[src/rtl/mod_updown_counter.sv]
// mod_updown_counter
// Synchronous up/down counter with a programmable modulus. The count runs
// 0..MODULUS-1 and wraps in both directions.
//
// Features:
//   - parallel load
//   - preset to the top value
//   - combinational terminal count (tc) for cascading stages
//   - registered one-cycle wrap and load_err pulses
//
// All state changes on the same clk edge, so there is no ripple glitching.
//
// Parameter constraints (not checked in hardware):
//   - 2 <= MODULUS <= 2**WIDTH
//   - RESET_VALUE < MODULUS

module mod_updown_counter #(
  parameter int unsigned WIDTH       = 4,
  parameter int unsigned MODULUS     = 16,
  parameter int unsigned RESET_VALUE = 0
) (
  input  logic             clk,
  input  logic             clear,       // asynchronous, active-low reset
  input  logic             enable,
  input  logic             up_down,     // 1 = up, 0 = down
  input  logic             preset,
  input  logic             load,
  input  logic [WIDTH-1:0] load_value,
  output logic [WIDTH-1:0] count,
  output logic             tc,
  output logic             wrap,
  output logic             load_err
);

  // Arithmetic is done one bit wider than the count. This keeps the
  // top-of-range compare valid when MODULUS == 2**WIDTH.
  localparam logic [WIDTH:0]   MOD_EXT = (WIDTH+1)'(MODULUS);
  localparam logic [WIDTH:0]   ONE_EXT = (WIDTH+1)'(1);
  localparam logic [WIDTH-1:0] TOP     = WIDTH'(MODULUS - 1);
  localparam logic [WIDTH-1:0] RST_VAL = WIDTH'(RESET_VALUE);

  logic [WIDTH-1:0] count_q,    count_d;
  logic             wrap_q,     wrap_d;
  logic             load_err_q, load_err_d;

  logic [WIDTH:0] inc_sum;
  logic [WIDTH:0] dec_diff;
  logic           at_top;
  logic           at_bottom;
  logic           load_ok;

  // Widened step values and the boundary and range decodes derived from them.
  always_comb begin
    inc_sum   = {1'b0, count_q} + ONE_EXT;
    dec_diff  = {1'b0, count_q} - ONE_EXT;
    at_top    = (inc_sum == MOD_EXT);         // count == MODULUS-1
    at_bottom = dec_diff[WIDTH];              // borrow out means count == 0
    load_ok   = ({1'b0, load_value} < MOD_EXT);
  end

  // Next-state selection: preset > load > enabled step > hold.
  always_comb begin
    // NOTE: every output of this block gets a default before any branch;
    // a path that leaves one unassigned would infer a latch.
    count_d    = count_q;
    wrap_d     = 1'b0;
    load_err_d = 1'b0;
    if (preset) begin
      count_d = TOP;
    end else if (load) begin
      if (load_ok) begin
        count_d = load_value;
      end else begin
        count_d    = TOP;
        load_err_d = 1'b1;
      end
    end else if (enable) begin
      if (up_down) begin
        if (at_top) begin
          count_d = '0;
          wrap_d  = 1'b1;
        end else begin
          count_d = inc_sum[WIDTH-1:0];
        end
      end else begin
        if (at_bottom) begin
          count_d = TOP;
          wrap_d  = 1'b1;
        end else begin
          count_d = dec_diff[WIDTH-1:0];
        end
      end
    end
  end

  // State register with asynchronous clear.
  always_ff @(posedge clk or negedge clear) begin
    // NOTE: sequential state uses non-blocking assignments so every flop
    // samples pre-edge values, independent of statement order.
    if (!clear) begin
      count_q    <= RST_VAL;
      wrap_q     <= 1'b0;
      load_err_q <= 1'b0;
    end else begin
      count_q    <= count_d;
      wrap_q     <= wrap_d;
      load_err_q <= load_err_d;
    end
  end

  // tc depends only on enable, direction and count. It ignores load and
  // preset, so it can drive the next cascaded stage's enable.
  always_comb begin
    tc = enable & ((up_down & at_top) | (~up_down & at_bottom));
  end

  assign count    = count_q;
  assign wrap     = wrap_q;
  assign load_err = load_err_q;

endmodule

[config.mk]
export PLATFORM = sky130hd
export DESIGN_NAME = mod_updown_counter
export DESIGN_NICKNAME = d
export VERILOG_FILES = /design/src/rtl/mod_updown_counter.sv
export SDC_FILE = /design/constraint.sdc
export NUM_CORES = 1
export LEC_CHECK = 0
export ABC_AREA = 1
export BUFFER_PORTS_ARGS = -buffer_cell sky130_fd_sc_hd__buf_2
export CAP_MARGIN = 20
export CELL_PAD_IN_SITES_DETAIL_PLACEMENT = 0
export CELL_PAD_IN_SITES_GLOBAL_PLACEMENT = 2
export CORE_MARGIN = 4
export CORE_UTILIZATION = 23
export CTS_BUF_LIST = sky130_fd_sc_hd__clkbuf_4 sky130_fd_sc_hd__clkbuf_8
export CTS_CLUSTER_SIZE = 8
export DETAILED_ROUTE_END_ITERATION = 8
export PLACE_DENSITY = 0.87
export SLEW_MARGIN = 20
export SYNTH_ARGS = -nofsm -noshare
export SYNTH_HDL_FRONTEND = slang
export SYNTH_SLANG_ARGS = --single-unit
[constraint.sdc]
create_clock -name clk -period 1.35 [get_ports clk]
set_input_delay 0.27 -clock clk [delete_from_list [all_inputs] [get_ports clk]]
set_output_delay 0.27 -clock clk [all_outputs]
set_load 0.02 [all_outputs]
==> results of run 1 <==
==> worst register-to-register path, cell delays in order (launching register included) <==
cell     delay, ns
dfrtp_2       0.43
ha_1          0.22
buf_4         0.13
nand2_1       0.05
nand2_1       0.08
a21oi_1       0.12
o21ai_0       0.09
a21oi_1       0.12
==> timing repair <==
action                     CTS  global route
hold endpoints to repair     5             0
hold buffers                 1             0
pin swaps                    0             2
setup endpoints to repair    1             4
cloned                       0             0
resized for setup            2             6
==> worst paths after layout <==
kind | cells after the start | startpoint | endpoint | slack, ns
worst max-delay path | 5 | count[0]$_DFFE_PN0P_ | tc | -0.24
worst min-delay path | 2 | preset | wrap$_DFF_PN0_ | 0.20
worst max register to register | 7 | count[0]$_DFFE_PN0P_ | count[2]$_DFFE_PN0P_ | 0.05
worst min register to register | 3 | count[3]$_DFFE_PN0P_ | count[3]$_DFFE_PN0P_ | 0.62
max in group asynchronous | 2 | clear | count[2]$_DFFE_PN0P_ | 0.83
min in group asynchronous | 2 | clear | wrap$_DFF_PN0_ | 0.38
==> logic make-up after synthesis <==
logic type               count (synthesis)  share of synthesized area (%)
AO/OA/AOI/OAI                           12                           17.4
flip-flops                               5                           32.9
AND/OR/NAND/NOR                         28                           32.2
buffers and inverters                    9                           9.87
adder cells (fa/ha/maj)                  2                           6.58
other                                    1                          0.986
==> layout by cell type (no fill, tap or decap), drive strengths merged <==
master,instances
ha,2
dlygate4sd3,1
a21oi,10
dfrtp,5
conb,1
buf,24
o211ai,1
o21ai,1
nand3,6
clkbuf,4
nor2,7
nand4,2
inv,8
nand2,13
==> sequential cells by signal (all words and copies together), names as in the netlist <==
name and cells:
count 4, wrap 1
==> final cells by class <==
type                            instances  area, um2
Clock buffer                            4       30.0
Fill cell                             171        916
Inverter                                8       30.0
Multi-Input combinational cell         43        258
Sequential cell                         5        129
Tap cell                               16       20.0
Timing Repair Buffer                   25        159
==> stage by stage <==
stage | instances | power (mW)
after floorplan | 57 | 0.282
after global placement | 96 | 0.362
after detailed placement | 96 | 0.363
after CTS | 101 | 0.563
after global routing | 101 | 0.607
final | 101 | 0.561
==> routing by layer <==
| metal | global-route usage (%) | up-vias |
|---|---|---|
| met5 | 0 | - |
| met4 | 4.04 | 0 |
| met3 | 1.84 | 2 |
| met2 | 13.5 | 9 |
| met1 | 13.1 | 206 |
| li1 | - | 242 |
==> Yosys cell counts <==
cell / n
nand3_1: 5
nand3_2: 1
nand4_1: 2
dfrtp_1: 5
buf_4: 1
ha_1: 2
inv_1: 8
nand2_1: 13
o21ai_0: 1
o211ai_1: 1
a21oi_2: 1
conb_1: 1
a21oi_1: 9
nor2_1: 7
==> power breakdown <==
part           switching, mW  internal [mW]  leakage (nW)
sequential            0.0148          0.165        0.0535
clock                 0.0567          0.131        0.0184
combinational          0.106         0.0873         0.255
total                  0.178          0.383         0.327
==> metrics, run 1 <==
status=finished, violations left; failing checks=setup timing; first-pass GRT wire length=1780 um; vias post-DR=459; Mapped Nets=69; Residual DRC=0; worst-skew pair later-pin latency=0.23 ns; initial antenna violation count=0; max cap viols=0; Worst path max stage delay=0.43 ns; Cell variety after synth=14; gr ovfl total=0; largest net degree at the start of global routing=7; num ports=17; FMAX=0.631 GHz; CTS Buf Count=3; pre-CTS WS=-0.0306 ns; RSZ-0062 raised after global routing=yes; Final Slew Violations=0; worst-path maximum fanout=4; CTS tree=done; Routed WL per cell=10.6 um; clk_skew=0.0000556 ns; DP HPWL=904 um; DP Area=559 um2; die height=48.7 um; final core utilization=40.6%; pwr/cell area=897 nW/um2; M1 WL=539 um; number of global-route vias before repair=418; fin crit share=117%; placer congestion estimate=0.809; Hold WS=0.196 ns; DRT Pass-1 Iters=4; met2 WL=474 um; Die ar.=2370 um2; Post-Syn Instances=57; post-synth top area share=32.9%; Arr. time, crit path=1.32 ns; kind of cell adding the most delay to the critical path=flip-flops; Port Buffer Count=15; core area=1540 um2; Area Growth Syn to Fin=64.5%; num rows=14; nets=98; post-CTS setup buffers=0; share of post-route cells with drive strength above 1=49.4%; worst path cell trace=inv_2, ha_4, nand4_1, a21oi_4, buf_6; Synth area leader=dfrtp_1; Antenna Cells=0; post-synthesis cell area=380 um2; Final Hold Viols=0; clk buf depth=2; clock-pin slew on the worst setup and hold paths=0.04 ns; CP bufs+invs=2; Yosys reg bits=5; Total GRT Usage=9.26%; initial DRC count=2; Final Setup Violations=1; Fin Setup TNS=-0.235 ns; Final Cell Area=626 um2; Avg Inst Size Synth=6.67 um2; CP Class=reg2out; CTS H-Tree Depth=1; top cells by area, synth=dfrtp_1 33%, nand2_1 13%, a21oi_1 12%; final worst slack=-0.235 ns; Slowest-stage cell, CP=dfrtp_2; top sig layer=met4; CP Data Required Time=1.08 ns; Ys Warns=0; DRT Wirelength=1070 um; Avg Vias per Cell=4.54; die width=48.7 um; CTS sink count=5; antenna-violating nets left=0; VDD IR max=353 uV; Setup crit end kind=primary output; Startpoint Class=flip-flop; DR WL met3=51 um; P_leak=0.327 nW; CTS Root Cell=clkbuf_4; Seq/Total Area, Yosys=32.9%; fin crit period=1.59 ns; path category of the worst min-delay check=in2reg; Initial Util=24.7%
Note: power is estimated with default switching activity, not from simulation.
==> run 2, diff against run 1 <==
--- a/config.mk
+++ b/config.mk
@@ -5,17 +5,18 @@
 export SDC_FILE = /design/constraint.sdc
 export NUM_CORES = 1
 export LEC_CHECK = 0
-export ABC_AREA = 1
+export ABC_AREA = 0
 export BUFFER_PORTS_ARGS = -buffer_cell sky130_fd_sc_hd__buf_2
 export CAP_MARGIN = 20
 export CELL_PAD_IN_SITES_DETAIL_PLACEMENT = 0
 export CELL_PAD_IN_SITES_GLOBAL_PLACEMENT = 2
 export CORE_MARGIN = 4
-export CORE_UTILIZATION = 23
+export CORE_UTILIZATION = 25
 export CTS_BUF_LIST = sky130_fd_sc_hd__clkbuf_4 sky130_fd_sc_hd__clkbuf_8
+export CTS_CLUSTER_DIAMETER = 30
 export CTS_CLUSTER_SIZE = 8
 export DETAILED_ROUTE_END_ITERATION = 8
-export PLACE_DENSITY = 0.87
+export PLACE_DENSITY = 0.84
 export SLEW_MARGIN = 20
 export SYNTH_ARGS = -nofsm -noshare
 export SYNTH_HDL_FRONTEND = slang
==> metrics, run 2 <==
status=finished, violations left; failing checks=setup timing; ys async rst share=100%; worst-skew pair later-pin latency=0.24 ns; Non-Filler Instances=95; Ys Warns=0; worst reg2reg startpoint=count[0]$_DFFE_PN0P_; Yosys reg bits=5; max reg flops=4; clock-pin slew on the worst setup and hold paths=0.04 ns; Startpoint Class=flip-flop; Antenna Cells=0; Layout fillers=142; final core utilization=50.9%; P_leak=0.362 nW; Final Slew Violations=0; max cap viols=0; antenna-violating nets left=0; DRT Pass-1 Iters=4; CTS H-Tree Depth=1; die height=48.6 um; Critical Path Start=count[0]$_DFFE_PN0P_; RSZ-0062 raised after global routing=yes; Main synth FF type=dfrtp_1; number of synthesized flops with an enable pin=0; path category of the worst min-delay check=in2reg; area of the multi-input gates=332 um2; Die ar.=2360 um2; Fin Setup TNS=-0.592 ns; CP Class=reg2out; Avg Inst Size Synth=9.15 um2; post-synthesis cell area=412 um2; VDD IR max=477 uV; largest net degree at the start of global routing=10; Post-Syn Instances=45; share of post-route cells with drive strength above 1=69.6%; Setup crit end kind=primary output; sequential cell area=129 um2; num rows=14; Total GRT Usage=12.2%; number of global-route vias before repair=493; Hold WS=0.252 ns; top cells by area, synth=dfrtp_1 30%, ha_1 6.1%, nor3b_1 5.5%; Arr. time, crit path=1.43 ns; DP HPWL=1000 um; Avg Vias per Cell=5.11; die width=48.6 um; CP Data Required Time=1.08 ns; post-synth top area share=30.4%; num ports=17; Post-Place Cells=86; Area Growth Syn to Fin=88.4%; Routed WL per cell=13.9 um; clk buf depth=2; fin crit period=1.70 ns; Final Setup Violations=5; final worst slack=-0.351 ns; FMAX=0.588 GHz; Seq/Total Area, Yosys=30.4%; Final Hold Viols=0; Overall Power=606 uW; pwr/cell area=781 nW/um2; initial DRC count=6; Cell variety after synth=29; CTS sink count=5; placer congestion estimate=0.788; CTS Root Cell=clkbuf_4; Residual DRC=0; vias post-DR=485; worst-path maximum fanout=3; Initial Util=27.0%; most frequent cell after synthesis=dfrtp_1; first-pass GRT wire length=2200 um; gr ovfl total=0; CTS Buf Count=3; DRT Wirelength=1320 um; source of the worst hold timing path=load_value[0]; CTS tree=done; Port Buffer Count=15; core area=1520 um2; fin crit share=126%; commonest cells in the netlist=5 x dfrtp_1, 4 x inv_1, 4 x nor2_1; Synth area leader=dfrtp_1; initial antenna violation count=0; nets=92; commonest cells after routing, fill and taps aside=12 x buf_2, 12 x buf_4, 8 x buf_6, 4 x clkbuf_4; Mapped Nets=57; clk_skew=0.00414 ns
-- run 2: worst paths after layout --
path	cells past startpoint	slack, ns	to
max reg2reg	6	-0.11	count[2]$_DFFE_PN0P_
max in group asynchronous	2	0.82	count[2]$_DFFE_PN0P_
min in group asynchronous	2	0.37	wrap$_DFF_PN0_
max	6	-0.35	tc
min	3	0.25	count[0]$_DFFE_PN0P_
min reg2reg	3	0.80	count[0]$_DFFE_PN0P_
-- run 2: kinds of logic (layout without fill, tap and decap cells) --
family / after synthesis / count (layout) / share of synthesized area, %
AOI/OAI and AO/OA: 13 / 13 / 26.4
DFF: 5 / 5 / 30.4
buffers and inverters: 7 / 41 / 7.29
and+or+nand+nor: 16 / 16 / 25.2
adders and majority gates: 2 / 2 / 6.08
other: 1 / 1 / 0.911
muxes: 1 / 1 / 3.65
-- run 2: layout make-up --
| cell class | instances | share of cell area (%) |
|---|---|---|
| Inverter | 4 | 1.94 |
| Clock buffer | 4 | 3.87 |
| Timing Repair Buffer | 33 | 32.3 |
| Tap cell | 16 | 2.58 |
| Multi-Input combinational cell | 33 | 42.7 |
| Sequential cell | 5 | 16.6 |
-- run 2: report_power, final --
group | switching, mW | internal (mW)
clock | 0.0620 | 0.132
combinational | 0.110 | 0.127
sequential | 0.0124 | 0.162
total | 0.185 | 0.421
-- run 2: repair_timing --
action                                  in CTS  in global routing
pin swaps                                    6                  4
buffers inserted                             4                  2
hold endpoints to repair                     5                  0
hold buffers                                 1                  0
resized for setup                            9                 11
endpoints found under the setup margin       6                  9
-- run 2: per-stage QoR --
| step | worst slack (ns) | area, um2 |
|---|---|---|
| 3_5_place_dp | -0.116 | 616 |
| 6_report | -0.351 | 776 |
| 2_1_floorplan | -0.131 | 438 |
| 4_1_cts | -0.345 | 711 |
| 3_3_place_gp | -0.0764 | 616 |
| 5_1_grt | -0.435 | 776 |
-- run 2: per-layer routing --
metal / global-route usage (%) / share of wire (%)
met1: 14.0 / 42
met4: 5.38 / 2.7
met2: 18.7 / 49
met3: 6.13 / 5.6
met5: 0 / 0
-- run 2: critical path: stages, from the launching register on --
cell and delay (ns):
dfrtp_2 0.42, buf_4 0.15, buf_6 0.12, ha_4 0.15
a31oi_2 0.17, nor2_2 0.05, buf_6 0.13
==> run 3, diff against run 2 <==
--- a/config.mk
+++ b/config.mk
@@ -10,9 +10,10 @@
 export CAP_MARGIN = 20
 export CELL_PAD_IN_SITES_DETAIL_PLACEMENT = 0
 export CELL_PAD_IN_SITES_GLOBAL_PLACEMENT = 2
+export CORE_ASPECT_RATIO = 1.25
 export CORE_MARGIN = 4
 export CORE_UTILIZATION = 25
-export CTS_BUF_LIST = sky130_fd_sc_hd__clkbuf_4 sky130_fd_sc_hd__clkbuf_8
+export CTS_BUF_LIST = sky130_fd_sc_hd__clkbuf_4 sky130_fd_sc_hd__clkbuf_8 sky130_fd_sc_hd__clkbuf_16
 export CTS_CLUSTER_DIAMETER = 30
 export CTS_CLUSTER_SIZE = 8
 export DETAILED_ROUTE_END_ITERATION = 8
==> constraint.sdc (replaced) <==
create_clock -name clk -period 1.9 [get_ports clk]
set_input_delay 0.38 -clock clk [delete_from_list [all_inputs] [get_ports clk]]
set_output_delay 0.38 -clock clk [all_outputs]
set_load 0.02 [all_outputs]
==> metrics, run 3 (synthesized netlist as in run 2, its figures left out) <==
Final Cell Area=602 um2; Final Hold Viols=0; DP HPWL=840 um; placer congestion estimate=0.768; first-pass GRT wire length=1700 um; most common cell after layout, fill and taps aside=buf_2; VDD IR max=221 uV; clk buf depth=2; Antenna Cells=0; sequential cell area=125 um2; vias post-DR=427; num ports=17; Total GRT Usage=10.3%; commonest cells after routing, fill and taps aside=14 x buf_2, 6 x buf_4, 5 x dfrtp_1, 4 x nor2_1, 4 x clkbuf_4; fin crit share=97.4%; initial DRC count=4; Startpoint Class=flip-flop; Layout fillers=177; antenna-violating nets left=0; DRT Wirelength=1150 um; die width=44.3 um; Avg Vias per Cell=5.02; Arr. time, crit path=1.47 ns; num rows=16; gr ovfl total=0; CTS Root Cell=clkbuf_4; Final Slew Violations=0; Residual DRC=0; core area=1560 um2; DRT Pass-1 Iters=4; FMAX=0.540 GHz; CTS tree=done; Area Growth Syn to Fin=46.2%; fin crit period=1.85 ns; CTS Buf Count=3; nets=80; share of post-route cells with drive strength above 1=49.3%; Hold WS=0.356 ns; path category of the worst min-delay check=in2reg; P_leak=0.286 nW; die height=53.4 um; CP Data Required Time=1.52 ns; CTS H-Tree Depth=1; Die ar.=2360 um2; Setup crit end kind=primary output; Port Buffer Count=15; clk_skew=0.00234 ns; Final Setup Violations=0; Initial Util=26.4%; area of the multi-input gates=284 um2; Routed WL per cell=13.6 um; number of global-route vias before repair=391; max cap viols=0; clock-pin slew on the worst setup and hold paths=0.05 ns; max reg flops=4; initial antenna violation count=0; worst-path maximum fanout=4; status=completed; worst-skew pair later-pin latency=0.25 ns; pwr/cell area=632 nW/um2; largest net degree at the start of global routing=10; CTS sink count=5; DP Area=517 um2; CP Class=reg2out; Overall Power=380 uW
[run 3: cell count changes in the layout (fill, tap and decap cells not counted), sizes merged]
cell,previous run,this run
buf,32,20
[run 3: what timing repair did]
action                     4_1_cts  5_1_grt
gates resized for setup          1        6
hold endpoints to repair         5        0
hold buffers                     1        0
setup buffers                    1        1
setup endpoints to repair        1        1
[run 3: stage by stage]
stage	utilization, %	worst slack, ns	instances	TNS (ns)
after detailed placement	33.1	0.227	78	0
after CTS	36.7	0.00493	84	0
after global routing	38.5	-0.0278	85	-0.0278
after floorplan	-	0.148	45	0
final	38.5	0.0493	85	0
after global placement	33.1	0.248	78	0
[run 3: routing by layer]
metal	vias to the layer above	track usage [%]	part of all wire (%)
met5	-	0	0
met4	0	9.05	4.2
met3	6	2.38	5.4
met2	15	16.5	51
met1	199	10.9	39
li1	207	-	-
[run 3: cell type report]
type | count | share of cell area (%)
sequential | 5 | 20.8
clock buffer | 4 | 4.99
inverter | 4 | 2.49
multi-input combinational | 33 | 47.2
tap | 18 | 3.74
timing repair buffer | 21 | 20.8
[run 3: power breakdown]
group | switching, mW | leakage [nW] | internal, mW
logic | 0.0617 | 0.212 | 0.0519
clock network | 0.0496 | 0.0184 | 0.0940
registers | 0.00901 | 0.0550 | 0.114
[run 3: path summary, 6_finish.rpt]
| kind | from | endpoint | slack, ns | depth (start not counted) |
|---|---|---|---|---|
| min reg2reg | count[1]$_DFFE_PN0P_ | count[1]$_DFFE_PN0P_ | 0.73 | 3 |
| max reg2reg | count[0]$_DFFE_PN0P_ | count[0]$_DFFE_PN0P_ | 0.38 | 7 |
| min in group asynchronous | clear | count[0]$_DFFE_PN0P_ | 0.47 | 2 |
| min | load_value[0] | count[0]$_DFFE_PN0P_ | 0.36 | 3 |
| max in group asynchronous | clear | count[2]$_DFFE_PN0P_ | 1.30 | 2 |
| max | count[0]$_DFFE_PN0P_ | tc | 0.05 | 6 |
[run 3: critical path: stages (launching register included)]
cell and delay (ns):
dfrtp_1 0.39, inv_2 0.09, ha_4 0.14, nor4b_4 0.24, a31oi_2 0.09, nor2_1 0.11
buf_4 0.15
